--- src/rtl/ir_tx_scheduler.sv ---
// Round-robin scheduler sharing one IR encoder among up to four command sources.
// Each grant latches one command, replays it rpt+1 times, and a watchdog aborts stuck frames.
module ir_tx_scheduler #(
  parameter int NUM_REQ = 4,
  parameter int TIMEOUT = 8_000_000
) (
  input  logic                   clk,
  input  logic                   rst,
  input  logic [NUM_REQ-1:0]     req_valid,
  input  logic [32*NUM_REQ-1:0]  req_cmd,
  input  logic [4*NUM_REQ-1:0]   req_rpt,
  output logic [NUM_REQ-1:0]     req_ack,
  output logic [NUM_REQ-1:0]     req_done,
  output logic [31:0]            enc_cmd,
  output logic                   enc_valid,
  input  logic                   enc_ready,
  output logic                   busy,
  output logic [1:0]             grant_id,
  output logic                   timeout_err,
  input  logic                   err_clr
);

  localparam int WD_W = $clog2(TIMEOUT + 1);
  localparam logic [WD_W-1:0] WD_LIMIT = WD_W'(TIMEOUT - 1);

  typedef enum logic [1:0] {IDLE, ISSUE, WAIT_BUSY, WAIT_DONE} state_t;

  state_t              state_q, state_d;
  logic [1:0]          grant_q, grant_d;
  logic [31:0]         cmd_q, cmd_d;
  logic [3:0]          rpt_q, rpt_d;
  logic [WD_W-1:0]     wd_q, wd_d;
  logic [NUM_REQ-1:0]  ack_q, ack_d;
  logic [NUM_REQ-1:0]  done_q, done_d;
  logic                vld_q, vld_d;
  logic                terr_q, terr_d;

  logic [3:0]          req_pad;
  logic [2:0]          idx;
  logic                pick_found;
  logic [1:0]          pick_idx;
  logic [31:0]         sel_cmd;
  logic [3:0]          sel_rpt;

  function automatic logic [WD_W-1:0] wd_sat_inc(input logic [WD_W-1:0] v);
    return (v == {WD_W{1'b1}}) ? v : v + 1'b1;
  endfunction

  function automatic logic [NUM_REQ-1:0] onehot(input logic [1:0] g);
    logic [NUM_REQ-1:0] r;
    r = '0;
    for (int i = 0; i < NUM_REQ; i++) begin
      if (g == 2'(i)) r[i] = 1'b1;
    end
    return r;
  endfunction

  // Search upward from the last owner so the previous winner has lowest priority.
  always_comb begin
    req_pad = '0;
    req_pad[NUM_REQ-1:0] = req_valid;
    pick_found = 1'b0;
    pick_idx   = grant_q;
    idx        = '0;
    for (int k = 1; k <= NUM_REQ; k++) begin
      idx = {1'b0, grant_q} + 3'(k);
      if (idx >= 3'(NUM_REQ)) idx = idx - 3'(NUM_REQ);
      if (!pick_found && req_pad[idx[1:0]]) begin
        pick_found = 1'b1;
        pick_idx   = idx[1:0];
      end
    end
    sel_cmd = '0;
    sel_rpt = '0;
    for (int i = 0; i < NUM_REQ; i++) begin
      if (pick_idx == 2'(i)) begin
        sel_cmd = req_cmd[32*i +: 32];
        sel_rpt = req_rpt[4*i +: 4];
      end
    end
  end

  always_comb begin
    state_d = state_q;
    grant_d = grant_q;
    cmd_d   = cmd_q;
    rpt_d   = rpt_q;
    wd_d    = wd_q;
    ack_d   = '0;
    done_d  = '0;
    vld_d   = 1'b0;
    terr_d  = err_clr ? 1'b0 : terr_q;
    case (state_q)
      IDLE: begin
        if (pick_found) begin
          grant_d = pick_idx;
          cmd_d   = sel_cmd;
          rpt_d   = sel_rpt;
          ack_d   = onehot(pick_idx);
          state_d = ISSUE;
        end
      end
      ISSUE: begin
        if (enc_ready) begin
          vld_d   = 1'b1;
          wd_d    = '0;
          state_d = WAIT_BUSY;
        end
      end
      WAIT_BUSY, WAIT_DONE: begin
        wd_d = wd_sat_inc(wd_q);
        // Watchdog abort takes priority over a completion seen in the same cycle.
        if (wd_q == WD_LIMIT) begin
          terr_d  = 1'b1;
          done_d  = onehot(grant_q);
          rpt_d   = '0;
          state_d = IDLE;
        end else if (state_q == WAIT_BUSY) begin
          if (!enc_ready) state_d = WAIT_DONE;
        end else if (enc_ready) begin
          if (rpt_q == 4'd0) begin
            done_d  = onehot(grant_q);
            state_d = IDLE;
          end else begin
            rpt_d   = rpt_q - 4'd1;
            state_d = ISSUE;
          end
        end
      end
      default: state_d = IDLE;
    endcase
  end

  always_ff @(posedge clk or posedge rst) begin
    if (rst) begin
      state_q <= IDLE;
      grant_q <= 2'(NUM_REQ - 1);
      cmd_q   <= '0;
      rpt_q   <= '0;
      wd_q    <= '0;
      ack_q   <= '0;
      done_q  <= '0;
      vld_q   <= 1'b0;
      terr_q  <= 1'b0;
    end else begin
      state_q <= state_d;
      grant_q <= grant_d;
      cmd_q   <= cmd_d;
      rpt_q   <= rpt_d;
      wd_q    <= wd_d;
      ack_q   <= ack_d;
      done_q  <= done_d;
      vld_q   <= vld_d;
      terr_q  <= terr_d;
    end
  end

  assign req_ack     = ack_q;
  assign req_done    = done_q;
  assign enc_cmd     = cmd_q;
  assign enc_valid   = vld_q;
  assign busy        = (state_q != IDLE);
  assign grant_id    = grant_q;
  assign timeout_err = terr_q;

endmodule

--- config.mk ---
export PLATFORM = sky130hd
export DESIGN_NAME = ir_tx_scheduler
export DESIGN_NICKNAME = d
export VERILOG_FILES = /design/src/rtl/ir_tx_scheduler.sv
export SDC_FILE = /design/constraint.sdc
export NUM_CORES = 1
export LEC_CHECK = 0
export BUFFER_PORTS_ARGS = -buffer_cell sky130_fd_sc_hd__buf_2
export CORE_ASPECT_RATIO = 1.1
export CORE_MARGIN = 1
export CORE_UTILIZATION = 39
export DETAILED_ROUTE_END_ITERATION = 7
export PLACE_DENSITY = 0.64
export SLEW_MARGIN = 25
export SYNTH_ARGS = -nofsm -noshare
export SYNTH_HDL_FRONTEND = slang
export SYNTH_SLANG_ARGS = --single-unit
--- constraint.sdc ---
create_clock -name clk -period 4.1 [get_ports clk]
set_input_delay 0.205 -clock clk [delete_from_list [all_inputs] [get_ports clk]]
set_output_delay 0.205 -clock clk [all_outputs]
set_load 0.02 [all_outputs]
==> flow_summary.json, run 1 <==
{
  "status": "finished, violations left",
  "violations": "negative hold slack",
  "yosys.area.top_type_share_pct": 38.5,
  "die_area_um2": 12300,
  "synth_top_family_by_area": "simple AND/OR/NAND/NOR gates",
  "placement_rows": 41,
  "relSlewSlack_pct": 42.2,
  "cts_setup_buffers": 0,
  "globalplace.congestion": 0.926,
  "final_hold_viol_count": 3,
  "syn_inst": 525,
  "power.leakage_nw": 3.02,
  "tightest_slew_ns": 0.865,
  "drt-wirelength-per-cell_um": 15.8,
  "finalSetupViolations": 0,
  "skew_ns": 0.00415,
  "postRouteAntennaNets": 0,
  "grt.overflow.total": 0,
  "synth_cell_types": 56,
  "cp-start-kind": "flop",
  "grt_usage_pct": 23.2,
  "power_frac_seq_pct": 21.3,
  "synth_top_area_cell": "dfrtp_1",
  "pwr_density_cell_nw_per_um2": 903,
  "r2r_start": "grant_id[1]",
  "synth_simple_gate_area_share_pct": 26.4,
  "grt_pass1_wl_mm": 22.2,
  "syn_nets": 684,
  "clkPwrFrac_pct": 15.5,
  "end_kind": "flop",
  "insertion_delay_ns": 0.33,
  "synth_flop_cell": "dfrtp_1",
  "peakVddDrop_v": 0.000419,
  "rr_endpoint": "enc_cmd[13]",
  "yosysSeqAreaShare_pct": 39.7,
  "synthArstFlopShare_pct": 100,
  "ctsHtreeMaxLevel": 3,
  "arrival_ns": 3.94,
  "cts_root_buffer": "clkbuf_16",
  "area_growth_pct": 31.0,
  "crit_fanout": 37,
  "synth.yosys.warnings": 0,
  "drive_above_1_share_pct": 33.8,
  "rsz0062_at_grt": "no",
  "dp_hpwl_mm": 10.3,
  "p_int_mw": 2.86,
  "final_max_slew_viol_count": 0,
  "final_nets": 865,
  "r2r_slack_ns": 0.34,
  "fp.dieW_um": 106,
  "synth_fa_ha_area_share_pct": 1.90,
  "start_util_pct": 40.1,
  "final_common_cell": "buf_2",
  "pwr-share-comb_pct": 63.1,
  "ys_ff_latch": 73,
  "design_area_um2": 6040,
  "grt_start_max_net_pins": 56,
  "ys_top_cells_by_area": "dfrtp_1 39%, nand2_1 7.7%, and2_1 4.9%, a211oi_1 4.1%, o31ai_1 4.1%",
  "finalSetupTns_ns": 0,
  "fin_crit_ns": 3.76,
  "crit_required_ns": 4.28,
  "rr_worst_depth": 9,
  "clock_path_buffers": 2,
  "fp.dieH_um": 116,
  "whs_ns": -0.000348,
  "synth_area_um2": 4610,
  "place_area_um2": 5710,
  "maxCapViolCount": 0,
  "cts_tree": "built",
  "hold_class": "in -> async",
  "coreArea_um2": 11500,
  "clock.fmax_mhz": 266,
  "final_core_util_pct": 52.6,
  "postCtsHoldBufs": 0,
  "vias": 4508,
  "cts_resized": 0,
  "antenna_found_initial": 1,
  "numCtsBuffers": 9,
  "via_per_inst": 5.23,
  "fillers": 1134,
  "switchingPower_mw": 2.60,
  "clock_sinks": 73,
  "layout_common_cells": "196 x buf_2, 95 x nand2_1, 71 x dfrtp_1",
  "post-place-ws_ns": 0.305,
  "synth_area_per_cell_um2": 8.78,
  "first_pass_iters": 4,
  "path_clk_slew_ns": 0.06,
  "io_buffers": 196,
  "drt_wl_total_mm": 13.7,
  "io_pins": 197,
  "synth_compound_area_share_pct": 18.6,
  "sw_frac_of_total_pct": 47.6,
  "first_global_vias": 4433,
  "drc": 0,
  "synth_edf_count": 0,
  "synth_mux_area_share_pct": 5.21,
  "period_share_pct": 91.8,
  "timing_worst_setup_path_type": "reg -> reg",
  "drt_iter0_drc": 174,
  "synth-xor-area-share_pct": 4.15,
  "final.setup.worst_slack_ns": 0.336
}
-- cells by family after synthesis --
family | Yosys count
buf+inv | 42
fa+ha+maj | 7
flops | 73
compound gates | 117
xor+xnor | 21
mux | 17
simple gates | 248
-- area by class of cell --
class                   instances  area, µm²  share of cell area (%)
multi-input cells             410       2620                    43.4
flip-flops and latches         73       1830                    30.3
repair buffers                202       1040                    17.2
clock buffers                  10        229                    3.79
well taps                     150        188                    3.11
clock inverters                 6       92.6                    1.53
inverters                      10       38.8                   0.642
diodes                          1       2.50                  0.0414
-- synthesized netlist by cell type (4+ instances only) --
cell type	n
xor2_1	15
nand4_1	8
o221a_1	6
xnor2_1	5
or3_1	4
mux4_2	5
or2_2	4
nand3_1	18
nor2_1	34
a21oi_1	15
and2_1	36
a211oi_1	25
inv_1	9
o21ai_0	13
and3_1	26
ha_1	7
o21a_1	9
dfrtp_1	71
clkbuf_1	22
nor3_1	5
nand2_1	95
a221o_1	6
nand2b_1	4
mux2i_1	9
o31ai_1	25
buf_2	7
-- worst max-delay path by stage --
| stage | slack [ns] | cells past startpoint | end | from |
|---|---|---|---|---|
| global placement | 0.47 | 9 | enc_cmd[13] | grant_id[1] |
| floorplan | 0.73 | 12 | enc_cmd[18] | grant_id[0] |
| detailed placement | 0.31 | 9 | enc_cmd[13] | grant_id[1] |
| CTS | 0.30 | 9 | enc_cmd[13] | grant_id[1] |
| global route | 0.1 | 9 | enc_cmd[24] | grant_id[1] |
| finish | 0.34 | 9 | enc_cmd[13] | grant_id[1] |
-- flip-flops by register name, indices dropped and copies added (netlist names) --
signal       cells
enc_cmd         32
enc_valid        1
grant_id         2
req_ack          4
req_done         4
rpt_q            4
state_q          2
timeout_err      1
wd_q            23
-- per-layer routing --
| layer | global-route usage, % | wire (µm) | vias up | share of wire [%] |
|---|---|---|---|---|
| li1 | - | - | 2244 | - |
| met1 | 28.6 | 5870 | 2102 | 43 |
| met2 | 40.6 | 6670 | 148 | 49 |
| met3 | 5.68 | 888 | 14 | 6.5 |
| met4 | 6.85 | 222 | 0 | 1.6 |
| met5 | 0 | 0 | - | 0 |
-- metrics by stage --
stage               std cells  power [mW]
floorplan                 525        3.80
global placement          845        4.54
detailed placement        845        4.64
CTS                       861        5.50
global route              862        5.93
finish                    862        5.46
-- power by group through the flow --
stage               sequential (mW)  combinational, mW  clock [mW]
floorplan                      1.36               2.43           0
global placement               1.16               3.38           0
detailed placement             1.16               3.48           0
CTS                            1.16               3.47       0.870
global route                   1.20               3.83       0.901
finish                         1.16               3.45       0.848
-- worst max-delay path, stage by stage (launching register included) --
cell and delay, ns:
dfstp_2 0.63, inv_1 0.12, ha_1 0.39, mux4_2 0.37, or2_1 0.28, or4_1 0.66, clkinv_2 0.15, nor2_4 0.17
nor2b_1 0.65, a22oi_1 0.20
(Power assumes the default switching activity.)
==> run 2: changes to the inputs <==
CORE_ASPECT_RATIO = 1.2   (was 1.1)
CTS_CLUSTER_DIAMETER = 50   (was unset)
==> flow_summary.json, run 2 (synthesis results as in run 1) <==
{
  "status": "finished, violations left",
  "violations": "negative hold slack",
  "fp.dieH_um": 121,
  "final_common_cell": "buf_2",
  "ctsHtreeMaxLevel": 3,
  "crit_required_ns": 4.30,
  "area_growth_pct": 31.7,
  "die_area_um2": 12300,
  "start_util_pct": 40.1,
  "postCtsHoldBufs": 0,
  "multi_input_area_um2": 2620,
  "insertion_delay_ns": 0.34,
  "final_hold_viol_count": 23,
  "antenna_found_initial": 0,
  "final_nets": 869,
  "first_global_vias": 4582,
  "peakVddDrop_v": 0.000655,
  "finalSetupTns_ns": 0,
  "coreArea_um2": 11500,
  "stdcell_count": 872,
  "drive_above_1_share_pct": 34.0,
  "layout_common_cells": "196 x buf_2, 95 x nand2_1, 71 x dfrtp_1",
  "cts_resized": 0,
  "timing_worst_setup_path_type": "reg -> reg",
  "power.leakage_nw": 3.04,
  "crit_fanout": 39,
  "grt_pass1_wl_mm": 21.9,
  "io_pins": 197,
  "r2r_slack_ns": 0.54,
  "end_kind": "flop",
  "first_pass_iters": 4,
  "clock_path_buffers": 2,
  "clock.fmax_mhz": 281,
  "largest_register_ffs": 32,
  "placedCellCount": 855,
  "io_buffers": 196,
  "cts_tree": "built",
  "period_share_pct": 86.9,
  "pwr_density_cell_nw_per_um2": 910,
  "cp-start-kind": "flop",
  "drt_iter0_drc": 199,
  "final_core_util_pct": 52.8,
  "maxCapViolCount": 0,
  "drt-wirelength-per-cell_um": 15.7,
  "grt.overflow.total": 0,
  "arrival_ns": 3.77,
  "cts_setup_buffers": 0,
  "dp_hpwl_mm": 10.4,
  "grt_start_max_net_pins": 50,
  "finalSetupViolations": 0,
  "vias": 4595,
  "clock_sinks": 73,
  "rsz0062_at_grt": "no",
  "whs_ns": -0.0123,
  "fin_crit_ns": 3.56,
  "fillers": 1113,
  "drc": 0,
  "drt_wl_total_mm": 13.7,
  "numCtsBuffers": 9,
  "fp.dieW_um": 101,
  "postRouteAntennaNets": 0,
  "globalplace.congestion": 0.833,
  "hold_class": "in -> async",
  "skew_ns": 0.00578,
  "placement_rows": 43,
  "diodes": 0,
  "tightest_slew_ns": 0.917,
  "seq_area_um2": 1830,
  "path_clk_slew_ns": 0.06,
  "via_per_inst": 5.27,
  "final_max_slew_viol_count": 0,
  "relSlewSlack_pct": 38.7,
  "cts_root_buffer": "clkbuf_16",
  "grt_usage_pct": 23.0
}
[run 2: cell count changes in the layout (fill, tap and decap cells not counted)]
cell / before / now
buf_12: 1 / 3
bufinv_16: 2 / 1
inv_2: 1 / 0
clkinv_4: 2 / 1
nor2_1: 33 / 34
clkinv_2: 1 / 3
nor2_2: 2 / 1
diode_2: 1 / 0
inv_6: 0 / 1
buf_4: 5 / 7
[run 2: per-layer routing]
metal / GRT usage (%) / vias up / part of all wire [%]
met5: 0 / - / 0
met2: 41.7 / 152 / 52
met1: 25.9 / 2174 / 40
met3: 6.11 / 27 / 6.0
met4: 7.43 / 0 / 2.3
li1: - / 2242 / -
[run 2: path summary, 6_finish.rpt]
check / endpoint / depth (start not counted) / from
max: enc_cmd[16] / 11 / grant_id[1]
min: enc_cmd[18] / 2 / rst
max reg2reg: enc_cmd[16] / 11 / grant_id[1]
min reg2reg: enc_cmd[7] / 2 / enc_cmd[7]
max in group asynchronous: req_done[0] / 3 / rst
min in group clk: timeout_err / 2 / err_clr
[run 2: layout make-up]
cell class	instances	share of cell area [%]
Multi-Input combinational cell	410	43.1
Inverter	10	0.659
Sequential cell	73	30.1
Clock buffer	10	3.77
Clock inverter	6	1.11
Tap cell	157	3.23
Timing Repair Buffer	206	18.0
[run 2: critical path: stages, from the launching register on]
cell and delay (ns):
dfstp_2 0.63, inv_1 0.11, ha_1 0.37, mux4_2 0.37, or2_1 0.29, or4_1 0.66, clkinv_2 0.14, nor2_4 0.10
buf_12 0.21, buf_4 0.19, a211oi_1 0.24, o31ai_1 0.11
[run 2: power breakdown]
group,internal [mW],leakage (nW),switching (mW),total (mW)
Clock,0.473,0.139,0.314,0.787
Sequential,0.980,0.938,0.183,1.16
Combinational,1.45,1.96,2.13,3.58
Total,2.91,3.04,2.62,5.53
[run 2: stage by stage]
stage / total power [mW] / setup slack [ns] / instance area (µm²)
final: 5.53 / 0.535 / 6080
after detailed placement: 4.74 / 0.338 / 5750
after global placement: 4.64 / 0.492 / 5750
after CTS: 5.54 / 0.335 / 6050
after floorplan: 3.80 / 0.731 / 4610
after global routing: 6.00 / 0.356 / 6080
